==> config.mk <==
export PLATFORM = sky130hd
export DESIGN_NAME = datawidthconv_32_to_512
export DESIGN_NICKNAME = d
export VERILOG_FILES = /design/src/rtl/dwc_pkg.sv /design/src/rtl/dwc_beat_assembler.sv /design/src/rtl/datawidthconv_32_to_512.sv
export SDC_FILE = /design/constraint.sdc
export NUM_CORES = 1
export LEC_CHECK = 0
export ABC_CLOCK_PERIOD_IN_PS = 5500
export BUFFER_PORTS_ARGS = -buffer_cell sky130_fd_sc_hd__buf_2
export CORE_UTILIZATION = 40
export DETAILED_ROUTE_END_ITERATION = 16
export REMOVE_ABC_BUFFERS = 1
export SLEW_MARGIN = 20
export SYNTH_ARGS = -nofsm -noshare
export SYNTH_HDL_FRONTEND = slang
export SYNTH_SLANG_ARGS = --single-unit
==> constraint.sdc <==
create_clock -name clk -period 5.5 [get_ports clk]
set_input_delay 1.1 -clock clk [delete_from_list [all_inputs] [get_ports clk]]
set_output_delay 1.1 -clock clk [all_outputs]
set_load 0.02 [all_outputs]
==> src/rtl/dwc_pkg.sv <==
// Shared constants, FSM state type and address helper for the 32-to-512
// transmit-side width converter.
package dwc_pkg;

    localparam int WORDS_PER_BEAT = 16;
    localparam int WORD_W         = 32;
    localparam int BEAT_W         = 512;

    typedef enum logic [1:0] {
        IDLE  = 2'd0,
        FETCH = 2'd1,
        DRAIN = 2'd2
    } dwc_state_t;

    // Word index to byte address; only the low 16 index bits are addressable.
    function automatic logic [31:0] word_addr(input logic [15:0] word_index);
        return {14'd0, word_index, 2'b00};
    endfunction

endpackage

==> src/rtl/dwc_beat_assembler.sv <==
// Collects 16 returning 32-bit words into one 512-bit beat and hands it to
// the streaming output register. The first word lands in the LSBs. While a
// full beat waits for the output register, the fetch side must stall.
module dwc_beat_assembler
    import dwc_pkg::*;
(
    input  logic              clk,
    input  logic              reset,
    input  logic              word_valid_i,   // read data present this cycle
    input  logic [WORD_W-1:0] word_i,
    input  logic              first_beat_i,
    input  logic              last_beat_i,
    input  logic              ready_i,        // effective sink ready
    output logic              empty_o,        // nothing filling, nothing held
    output logic              handoff_o,      // beat moves to output this cycle
    output logic [BEAT_W-1:0] src_dout_o,
    output logic              src_valid_o,
    output logic              src_sop_o,
    output logic              src_eop_o
);

    logic [BEAT_W-1:0] buf_q;
    logic [3:0]        fill_q;
    logic              full_q;
    logic [BEAT_W-1:0] dout_q;
    logic              valid_q;
    logic              sop_q;
    logic              eop_q;

    // A full beat may move out when the output slot is free or drains now.
    assign handoff_o = full_q && (!valid_q || ready_i);

    // An in-flight word still counts as filling, so the next beat waits for it.
    assign empty_o = !full_q && (fill_q == 4'd0) && !word_valid_i;

    assign src_dout_o  = dout_q;
    assign src_valid_o = valid_q;
    assign src_sop_o   = sop_q;
    assign src_eop_o   = eop_q;

    // Shift buffer, fill count and full flag.
    always_ff @(posedge clk) begin
        if (reset) begin
            buf_q  <= '0;
            fill_q <= 4'd0;
            full_q <= 1'b0;
        end else begin
            if (word_valid_i) begin
                buf_q  <= {word_i, buf_q[BEAT_W-1:WORD_W]};
                fill_q <= fill_q + 4'd1;
                if (fill_q == 4'd15) begin
                    full_q <= 1'b1;
                end
            end
            if (handoff_o) begin
                full_q <= 1'b0;
            end
        end
    end

    // Output register: load on handoff, hold until accepted, then go empty.
    always_ff @(posedge clk) begin
        if (reset) begin
            dout_q  <= '0;
            valid_q <= 1'b0;
            sop_q   <= 1'b0;
            eop_q   <= 1'b0;
        end else if (handoff_o) begin
            dout_q  <= buf_q;
            valid_q <= 1'b1;
            sop_q   <= first_beat_i;
            eop_q   <= last_beat_i;
        end else if (valid_q && ready_i) begin
            valid_q <= 1'b0;
            sop_q   <= 1'b0;
            eop_q   <= 1'b0;
        end
    end

endmodule

==> src/rtl/datawidthconv_32_to_512.sv <==
// Drains BEATS*16 words from a word-addressed 32-bit memory and emits them
// as a 512-bit sop/eop/valid packet, one packet per accepted start pulse.
// Optional macro DWC_32_TO_512_READY_EN: honour src_ready backpressure.
// Without it every beat is shown for exactly one cycle and src_ready is
// ignored.
module datawidthconv_32_to_512
    import dwc_pkg::*;
#(
    parameter int BEATS = 32
) (
    input  logic              clk,
    input  logic              reset,
    input  logic              start,
    output logic              busy,
    output logic              done,
    output logic [31:0]       data_addr,
    output logic              data_oe,
    input  logic [WORD_W-1:0] data_dout,
    output logic              src_sop,
    output logic              src_eop,
    output logic              src_valid,
    output logic [BEAT_W-1:0] src_dout,
    input  logic              src_ready
);

    localparam logic [16:0] LAST_WORD = 17'(BEATS * WORDS_PER_BEAT - 1);
    localparam logic [12:0] LAST_BEAT = 13'(BEATS - 1);

    dwc_state_t  state_q, state_d;
    logic [16:0] word_cnt_q, word_cnt_d;
    logic [12:0] beat_cnt_q;
    logic        done_q, done_d;
    logic        rd_pend_q;
    logic        issue;
    logic        ready_eff;
    logic        asm_empty;
    logic        handoff;

`ifdef DWC_32_TO_512_READY_EN
    assign ready_eff = src_ready;
`else
    // Port kept for interface compatibility; its value never matters.
    assign ready_eff = src_ready | 1'b1;
`endif

    // Next-state logic: issue reads, stall at beat boundaries, finish on eop.
    always_comb begin
        state_d    = state_q;
        word_cnt_d = word_cnt_q;
        issue      = 1'b0;
        done_d     = 1'b0;
        case (state_q)
            IDLE: begin
                if (start) begin
                    state_d    = FETCH;
                    word_cnt_d = '0;
                end
            end
            FETCH: begin
                // First word of a beat waits until the assembler is free.
                if ((word_cnt_q[3:0] != 4'd0) || asm_empty) begin
                    issue      = 1'b1;
                    word_cnt_d = word_cnt_q + 17'd1;
                    if (word_cnt_q == LAST_WORD) begin
                        state_d = DRAIN;
                    end
                end
            end
            DRAIN: begin
                if (src_valid && ready_eff && src_eop) begin
                    state_d = IDLE;
                    done_d  = 1'b1;
                end
            end
            default: state_d = IDLE;
        endcase
    end

    // State, counters, done pulse and read-in-flight tracking.
    always_ff @(posedge clk) begin
        if (reset) begin
            state_q    <= IDLE;
            word_cnt_q <= '0;
            done_q     <= 1'b0;
            rd_pend_q  <= 1'b0;
        end else begin
            state_q    <= state_d;
            word_cnt_q <= word_cnt_d;
            done_q     <= done_d;
            rd_pend_q  <= issue;
        end
    end

    // Beat index, used to frame the beat being handed to the output.
    always_ff @(posedge clk) begin
        if (reset) begin
            beat_cnt_q <= '0;
        end else if (state_q == IDLE && start) begin
            beat_cnt_q <= '0;
        end else if (handoff) begin
            beat_cnt_q <= beat_cnt_q + 13'd1;
        end
    end

    assign busy      = (state_q != IDLE);
    assign done      = done_q;
    assign data_oe   = issue;
    assign data_addr = issue ? word_addr(word_cnt_q[15:0]) : 32'd0;

    dwc_beat_assembler u_asm (
        .clk          (clk),
        .reset        (reset),
        .word_valid_i (rd_pend_q),
        .word_i       (data_dout),
        .first_beat_i (beat_cnt_q == 13'd0),
        .last_beat_i  (beat_cnt_q == LAST_BEAT),
        .ready_i      (ready_eff),
        .empty_o      (asm_empty),
        .handoff_o    (handoff),
        .src_dout_o   (src_dout),
        .src_valid_o  (src_valid),
        .src_sop_o    (src_sop),
        .src_eop_o    (src_eop)
    );

endmodule
# ---- Word-level counts from Yosys, hierarchy flattened
# Index checks and enable logic that the tools add are counted.
dict set report classes {
  n_addsub 3
  multipliers 0
  div_mod_pow 0
  order_cmp 0
  eq_ne 9
  shift 0
  n_mux 17
  n_bitwise 2
  reduce_logical 19
}
# op n
set ops {}
lappend ops {{17-bit two-way mux} 2}
lappend ops {{17-bit case mux with 2 select lines} 1}
lappend ops {{18-bit two-way mux} 1}
lappend ops {{17-bit by 1-bit adder with 17-bit output, second input constant} 1}
lappend ops {{17-bit by 9-bit equality test with 1-bit output, second input constant} 1}
lappend ops {{13-bit by 1-bit adder with 13-bit output, second input constant} 1}
lappend ops {{13-bit by 5-bit equality test with 1-bit output, second input constant} 1}
lappend ops {{13-bit logical NOT} 1}
lappend ops {{1-bit two-way mux} 8}
lappend ops {{2-bit two-way mux} 4}
lappend ops {{2-bit != test, second input constant} 4}
lappend ops {{2-bit case mux with 3 select lines} 1}
lappend ops {{2-bit nonzero test} 3}
lappend ops {{4-bit by 1-bit adder with 4-bit output, second input constant} 1}
lappend ops {{4-bit equality test, second input constant} 1}
lappend ops {{1-bit logical AND} 4}
lappend ops {{4-bit logical NOT} 1}
lappend ops {{4-bit AND reduction} 1}
lappend ops {{4-bit nonzero test} 1}
lappend ops {{2-bit OR reduction} 2}
lappend ops {{3-bit AND reduction} 1}
lappend ops {{3-bit OR reduction} 1}
lappend ops {{2-bit by 1-bit equality test with 1-bit output, second input constant} 1}
lappend ops {{2-bit equality test, second input constant} 1}
lappend ops {{4 further kinds} 6}
dict set report word_totals {
  register_bits 1066
  latch_bits 0
  ramBits 0
  rom_bits 0
  output_inout_bits 550
  word_cells 62
  mem_count 0
}

# ---- Depth between registers and ports, before layout
# Gate-level depths: netlist of the first run.
dict set report depth {
  depth_word 7
  depth_mapped 9
  mapped_depth_nobuf 7
}

# ---- Hierarchy
# From an unflattened synthesis of the first run, not the netlist that was laid out.
dict set report unflattened {
  hier_cells 4253
  area_unflattened_um2 42194.2
}
# mod n_inst cells_per_inst area_each_um2
set modules_own_cells {}
lappend modules_own_cells {dwc_beat_assembler 1 4021 40326.2}
lappend modules_own_cells {datawidthconv_32_to_512 1 232 1868.0}

# ---- Least setup slack after synthesis of the first run
# OpenSTA, ideal clock, no wires.
dict set report synth_path {
  path_kind {register to output}
  startpoint {reg word_cnt_q[0]}
  endpoint {out data_addr[10]}
  arrival_ns 1.862
  t_required_ns 4.400
  setup_slack_ns 2.538
  stages_incl_launch_ff 9
  path_buffers 2
  path_cell_list {dfxtp_1 > clkbuf_2 > inv_1 > ha_1 > or3b_4 > a22oi_4 > inv_1 > clkbuf_1 > and2_1}
}
dict set report synth_between {
  elab_chain_len 5
}
# element line
set synth_rtl {}
lappend synth_rtl {{start: declaration} datawidthconv_32_to_512.sv:30} ;# logic [16:0] word_cnt_q, word_cnt_d;
lappend synth_rtl {{start signal: assignment} datawidthconv_32_to_512.sv:88} ;# word_cnt_q <= word_cnt_d;
lappend synth_rtl {{4-bit nonzero test} datawidthconv_32_to_512.sv:61} ;# if ((word_cnt_q[3:0] != 4'd0) || asm_empty) begin
lappend synth_rtl {{1-bit logical OR} datawidthconv_32_to_512.sv:61}
lappend synth_rtl {{1-bit two-way mux} datawidthconv_32_to_512.sv:61}
lappend synth_rtl {{1-bit two-way mux} datawidthconv_32_to_512.sv:52} ;# case (state_q)
lappend synth_rtl {{net data_oe} datawidthconv_32_to_512.sv:17} ;# output logic data_oe,
lappend synth_rtl {{18-bit two-way mux} datawidthconv_32_to_512.sv:108} ;# assign data_addr = issue ? word_addr(word_cnt_q[15:0]) : 32'd0;
lappend synth_rtl {{end: declaration} datawidthconv_32_to_512.sv:16} ;# output logic [31:0] data_addr,
# The timed path passes the listed nets, and every way through them passes these cells.

# ---- Worst setup path in the final report of the first run
dict set report layout_path {
  startpoint {reg word_cnt_q[0]}
  endpoint {out data_addr[13]}
}
dict set report layout_between {
  elab_chain_len 5
}
# element line
set layout_rtl {}
lappend layout_rtl {{4-bit nonzero test} datawidthconv_32_to_512.sv:61}
lappend layout_rtl {{1-bit logical OR} datawidthconv_32_to_512.sv:61}
lappend layout_rtl {{1-bit two-way mux} datawidthconv_32_to_512.sv:61}
lappend layout_rtl {{1-bit two-way mux} datawidthconv_32_to_512.sv:52}
lappend layout_rtl {{18-bit two-way mux} datawidthconv_32_to_512.sv:108}
# No other way between the ends.

==> impl_metrics.env, run 1 <==
export IMPL_start_util=0.405
export IMPL_worstPathArrival_ns=2.75
export IMPL_dieArea_um2=96000
export IMPL_cts_sinks=1066
export IMPL_register_area_um2=21300
export IMPL_drt_wirelength_per_cell_um=16.0
export IMPL_relSlewSlack=0.247
export IMPL_max_freq_mhz=259
export IMPL_critical_path_class="flop to output port"
export IMPL_crit_top_cell="inv_1"
export IMPL_drv_cap=0
export IMPL_max_stage_delay_ns=0.40
export IMPL_drt_first_pass_iters=5
export IMPL_period_needed_ns=3.85
export IMPL_leakage_uw=0.0179
export IMPL_cts_setup_buffers=0
export IMPL_crit_chain="inv_1, ha_1, or3b_4, a22oi_4, inv_1, and2_1, buf_2"
export IMPL_yosysTopAreaCell="dfxtp_1"
export IMPL_ys_seq_elements=1066
export IMPL_ys_types=46
export IMPL_crit_family="simple AND/OR/NAND/NOR gates"
export IMPL_clkSlewWorstSetupHoldPaths_ns=0.06
export IMPL_grtUsageTotal=0.172
export IMPL_port_buffers=568
export IMPL_netlist_area_um2=37900
export IMPL_drt_total_wl_um=86300
export IMPL_antenna_cells=0
export IMPL_multi_input_area_um2=15400
export IMPL_worst_path_buf_inv=3
export IMPL_min_path_type="flop to flop"
export IMPL_cp_required_ns=4.40
export IMPL_drv_slew=0
export IMPL_grt_start_max_net_pins=233
export IMPL_power_density_nw_per_um2=359
export IMPL_first_global_vias=23200
export IMPL_start_kind="flop"
export IMPL_fp_dieH_um=310
export IMPL_synthArstFlopShare=0
export IMPL_syn_inst=3588
export IMPL_finalWeightedCongestion=0.792
export IMPL_ir_drop_mv=0.272
export IMPL_setup_ws_ns=1.65
export IMPL_coreArea_um2=93600
export IMPL_row_count=112
export IMPL_grt_antenna_before_repair=1
export IMPL_setup_violations=0
export IMPL_root_buffer="clkbuf_16"
export IMPL_drtIter0Drc=1547
export IMPL_finalHoldViolCount=0
export IMPL_rsz0062_at_grt="false"
export IMPL_numCtsBuffers=112
export IMPL_cts_tree="built"
export IMPL_ys_flop_type="dfxtp_1"
export IMPL_finalSetupTns_ns=0
export IMPL_netlist_top_cells_area="dfxtp_1, mux2i_1, nor2_1, buf_2, clkbuf_1"
export IMPL_synth_seq_area_share=0.563
export IMPL_pre_cts_ws_ns=2.34
export IMPL_clk_latency_ns=0.68
export IMPL_fin_skew_ns=0.0200
export IMPL_drc=0
export IMPL_htree_levels=3
export IMPL_syn_avg_cell_area_um2=10.6
export IMPL_grt_pass1_wl_um=133000
export IMPL_vias=25500
export IMPL_areaGrowthSynthToFinish_pct=20.3
export IMPL_synth_top_area_share=0.563
export IMPL_final_layout_size_suffix_gt1_frac=0.193
export IMPL_cts_repair_resized=0
export IMPL_dpl_hpwl_um=55600
export IMPL_grt_overflow=0
export IMPL_yosysMostFrequentCell="dfxtp_1"
export IMPL_yosysWarnings=0
export IMPL_cp_slowest_cell="or3b_4"
export IMPL_via_per_inst=4.72
export IMPL_die_x_um=310
export IMPL_final_nets=4091
export IMPL_synth_common_cells="dfxtp_1, nor2_1, mux2i_1, clkbuf_1, buf_2"
export IMPL_tightest_slew_ns=1.13
export IMPL_path_max_fanout=21
export IMPL_cts_max_path_buffers=3
export IMPL_holdBufCountCts=0
export IMPL_synth_edf_count=0
export IMPL_cp_end_kind="output port"
export IMPL_antenna_left=0
export IMPL_fillers=8852
export IMPL_io_pins=586
export IMPL_status="completed"
export IMPL_post_route_period_util=0.701
[metal layers]
layer,vias to the layer above,global-route usage,share of wire
met5,-,0,0.00015
met4,2,0.0723,0.038
met3,155,0.0473,0.053
met2,444,0.288,0.48
met1,11900,0.208,0.43
li1,12900,-,-
[final cells by class]
cell class	count	share of cell area
Clock inverter	47	0.0135
Multi-Input combinational cell	2268	0.338
Tap cell	1254	0.0344
Timing Repair Buffer	592	0.0706
Inverter	9	0.000741
Clock buffer	165	0.0747
Sequential cell	1066	0.468
[metrics by stage]
| step | total power, µW | hold slack (ns) | std cells | utilization | cell area, µm² |
|---|---|---|---|---|---|
| floorplan | 8950 | 0.443 | 3343 | - | 36800 |
| global placement | 8530 | 0.452 | 5189 | 0.444 | 41600 |
| detailed placement | 8530 | 0.450 | 5189 | 0.444 | 41600 |
| CTS | 16600 | 0.458 | 5401 | 0.487 | 45600 |
| global route | 17000 | 0.471 | 5401 | 0.487 | 45600 |
| finish | 16400 | 0.456 | 5401 | 0.487 | 45600 |
[path summary, 6_finish.rpt]
| path | slack, ns | depth (start not counted) | endpoint | from |
|---|---|---|---|---|
| setup / recovery | 1.65 | 7 | data_addr[13] | word_cnt_q[0] |
| hold / removal | 0.46 | 2 | u_asm.src_sop_o | u_asm.src_sop_o |
| setup reg to reg | 2.34 | 4 | u_asm.src_dout_o[354] | u_asm.full_q |
| hold reg to reg | 0.46 | 2 | u_asm.src_sop_o | u_asm.src_sop_o |
[state kept, by name (all words and copies together) (netlist names), 2 cells and up]
signal            count
u_asm.buf_q         512
u_asm.src_dout_o    512
word_cnt_q           17
beat_cnt_q           13
u_asm.fill_q          4
state_q               2
[cell usage in the layout, fill, tap and decap left out, drive strengths merged, types with 2 or more instances in the layout]
cell / n
nor2: 1060
clkinv: 22
a311oi: 7
a31oi: 3
or3: 3
nand2: 21
dfxtp: 1066
or2: 7
nand2b: 2
xnor2: 6
a21oi: 13
nand3: 14
ha: 6
and3: 4
buf: 592
nand4: 10
conb: 16
nor3: 9
xor2: 6
nand4b: 2
inv: 14
or4: 6
o21ai: 8
clkbuf: 165
a211oi: 2
bufinv: 14
mux2i: 1030
and2: 15
clkinvlp: 6
nor4: 4
[worst register-to-register path: cells and delay by family, from the launching register on]
kind,cells,cell delay [ns]
multiplexers,1,0.35
flip-flops,1,0.85
AND/OR/NAND/NOR,1,0.05
buffers and inverters,2,1.74
[cell families after synthesis]
family | synth area share
mux | 0.272
other cells | 0.0000989
compound gates | 0.00673
flops | 0.563
xor+xnor | 0.00277
fa+ha+maj | 0.00198
buf+inv | 0.0320
simple gates | 0.121
[where the power goes]
part | total (µW) | internal [µW] | switching [µW]
Clock | 8030 | 4930 | 3100
Sequential | 7780 | 7740 | 36.3
Combinational | 573 | 215 | 358
Total | 16400 | 12900 | 3490
(Power assumes the default switching activity.)
==> inputs of run 2 (changes only) <==
ABC_CLOCK_PERIOD_IN_PS = 3400   (was 5500)
clock period = 3.4 ns   (was 5.5 ns; I/O delays follow)
==> impl_metrics.env, run 2 (synthesis results as in run 1) <==
export IMPL_power_density_nw_per_um2=562
export IMPL_grtUsageTotal=0.172
export IMPL_coreArea_um2=93600
export IMPL_grt_antenna_before_repair=1
export IMPL_p_sw_frac=0.217
export IMPL_ir_drop_mv=0.381
export IMPL_via_per_inst=4.71
export IMPL_rsz0062_at_grt="true"
export IMPL_power_total_uw=25400
export IMPL_critical_path_class="flop to output port"
export IMPL_clkSlewWorstSetupHoldPaths_ns=0.06
export IMPL_relSlewSlack=0.259
export IMPL_crit_family="simple AND/OR/NAND/NOR gates"
export IMPL_seq_power_share=0.494
export IMPL_htree_levels=3
export IMPL_max_freq_mhz=307
export IMPL_die_x_um=310
export IMPL_final_cell_mix="dfxtp_1, nor2_1, mux2i_1"
export IMPL_r2r_end="u_asm.buf_q[470]"
export IMPL_start_kind="flop"
export IMPL_grt_start_max_net_pins=159
export IMPL_dpl_hpwl_um=56200
export IMPL_row_count=112
export IMPL_period_needed_ns=3.26
export IMPL_port_buffers=568
export IMPL_fp_dieH_um=310
export IMPL_vias=25400
export IMPL_worst_path_buf_inv=3
export IMPL_p_sw_uw=5520
export IMPL_max_stage_delay_ns=0.40
export IMPL_numCtsBuffers=109
export IMPL_clk_latency_ns=0.68
export IMPL_crit_chain="inv_1, ha_1, or3b_4, a22oi_4, clkinvlp_4, and2_1, buf_2"
export IMPL_worstPathArrival_ns=2.58
export IMPL_drc=0
export IMPL_power_frac_comb=0.038
export IMPL_cp_end_kind="output port"
export IMPL_areaGrowthSynthToFinish_pct=19.4
export IMPL_fin_skew_ns=0.0210
export IMPL_min_to="u_asm.buf_q[489]"
export IMPL_worstHoldStart="data_dout[9]"
export IMPL_first_global_vias=23300
export IMPL_setup_ws_ns=0.140
export IMPL_cts_max_path_buffers=3
export IMPL_path_max_fanout=11
export IMPL_drv_slew=0
export IMPL_drt_total_wl_um=86500
export IMPL_antenna_left=0
export IMPL_cp_required_ns=2.72
export IMPL_register_area_um2=21300
export IMPL_pre_cts_ws_ns=0.698
export IMPL_root_buffer="clkbuf_16"
export IMPL_finalHoldViolCount=0
export IMPL_start_util=0.405
export IMPL_reg2regPathDepth=4
export IMPL_r2r_setup_slack_ns=1.10
export IMPL_drv_cap=0
export IMPL_drt_first_pass_iters=7
export IMPL_min_path_cells=3
export IMPL_final_layout_size_suffix_gt1_frac=0.191
export IMPL_finalWeightedCongestion=0.798
export IMPL_tightest_slew_ns=1.11
export IMPL_multi_input_area_um2=15400
export IMPL_post_route_period_util=0.959
export IMPL_fillers=8893
export IMPL_grt_pass1_wl_um=133000
export IMPL_final_common_cell="dfxtp_1"
export IMPL_dieArea_um2=96000
export IMPL_cp_slowest_cell="or3b_4"
export IMPL_clkPwrFrac=0.468
export IMPL_drt_wirelength_per_cell_um=16.0
export IMPL_leakage_uw=0.0177
export IMPL_cts_tree="built"
export IMPL_grt_overflow=0
export IMPL_cts_sinks=1066
export IMPL_min_path_type="primary input to flop"
export IMPL_setup_violations=0
export IMPL_io_pins=586
export IMPL_final_nets=4096
export IMPL_r2r_start="rd_pend_q"
export IMPL_drtIter0Drc=1496
export IMPL_status="completed"
export IMPL_p_int_uw=19900
run 2: changes by cell type in the layout (fill, tap and decap cells not counted), sizes merged, moves of 2 or more:
cell | previous run | this run
bufinv | 14 | 5
buf | 592 | 599
clkbuf | 165 | 161
clkinv | 22 | 26
clkinvlp | 6 | 4
inv | 14 | 12
run 2: per-stage QoR:
step,area [µm²],TNS [ns],hold WS [ns],cells,utilization
after floorplan,36800,-,0.443,3343,-
after global routing,45300,-0.00278,0.187,5396,0.484
after detailed placement,41600,0,0.460,5194,0.444
after global placement,41600,0,0.446,5194,0.444
final,45300,0,0.228,5396,0.484
after CTS,45300,0,0.172,5395,0.484
run 2: area by class of cell:
type / instances / share of cell area
multi-input combinational: 2268 / 0.341
timing repair inverter: 1 / 0.000166
antenna: 1 / 0.0000553
clock inverter: 37 / 0.00771
sequential: 1066 / 0.472
clock buffer: 161 / 0.0726
tap: 1254 / 0.0347
inverter: 9 / 0.000829
timing repair buffer: 599 / 0.0718
run 2: what timing repair did:
action,CTS,global route
setup endpoints to repair,11,4
cloned,1,0
pin swaps,1,0
gates resized for setup,2,1
setup buffers,2,0
hold buffers,0,0
run 2: how the worst max path moves through the flow:
stage | endpoint | from | cells past startpoint
global route | data_addr[8] | word_cnt_q[0] | 7
global placement | data_addr[10] | word_cnt_q[0] | 7
detailed placement | data_addr[15] | word_cnt_q[0] | 7
finish | data_addr[15] | word_cnt_q[0] | 7
CTS | data_addr[15] | word_cnt_q[0] | 7
floorplan | beat_cnt_q[11] | u_asm.full_q | 3
run 2: worst reg2reg max path, cell delays in order, from the launching register on:
cell     delay (ns)
dfxtp_4        0.37
buf_12         0.46
buf_4          0.90
mux2i_1        0.36
nor2_1         0.06
run 2: power by group through the flow:
| stage | combinational (µW) | clock (µW) | sequential, µW |
|---|---|---|---|
| after floorplan | 1420 | 0 | 13100 |
| after global placement | 961 | 0 | 12800 |
| after detailed placement | 959 | 0 | 12800 |
| after CTS | 972 | 12300 | 12600 |
| after global routing | 1030 | 12800 | 12600 |
| final | 962 | 11900 | 12600 |
run 2: metal layers:
metal  up-vias  part of all wire  global-route usage
met5         -                 0                   0
met4         0             0.037              0.0738
met3       155             0.052              0.0450
met2       451              0.48               0.288
met1     11900              0.43               0.207
li1      12900                 -                   -
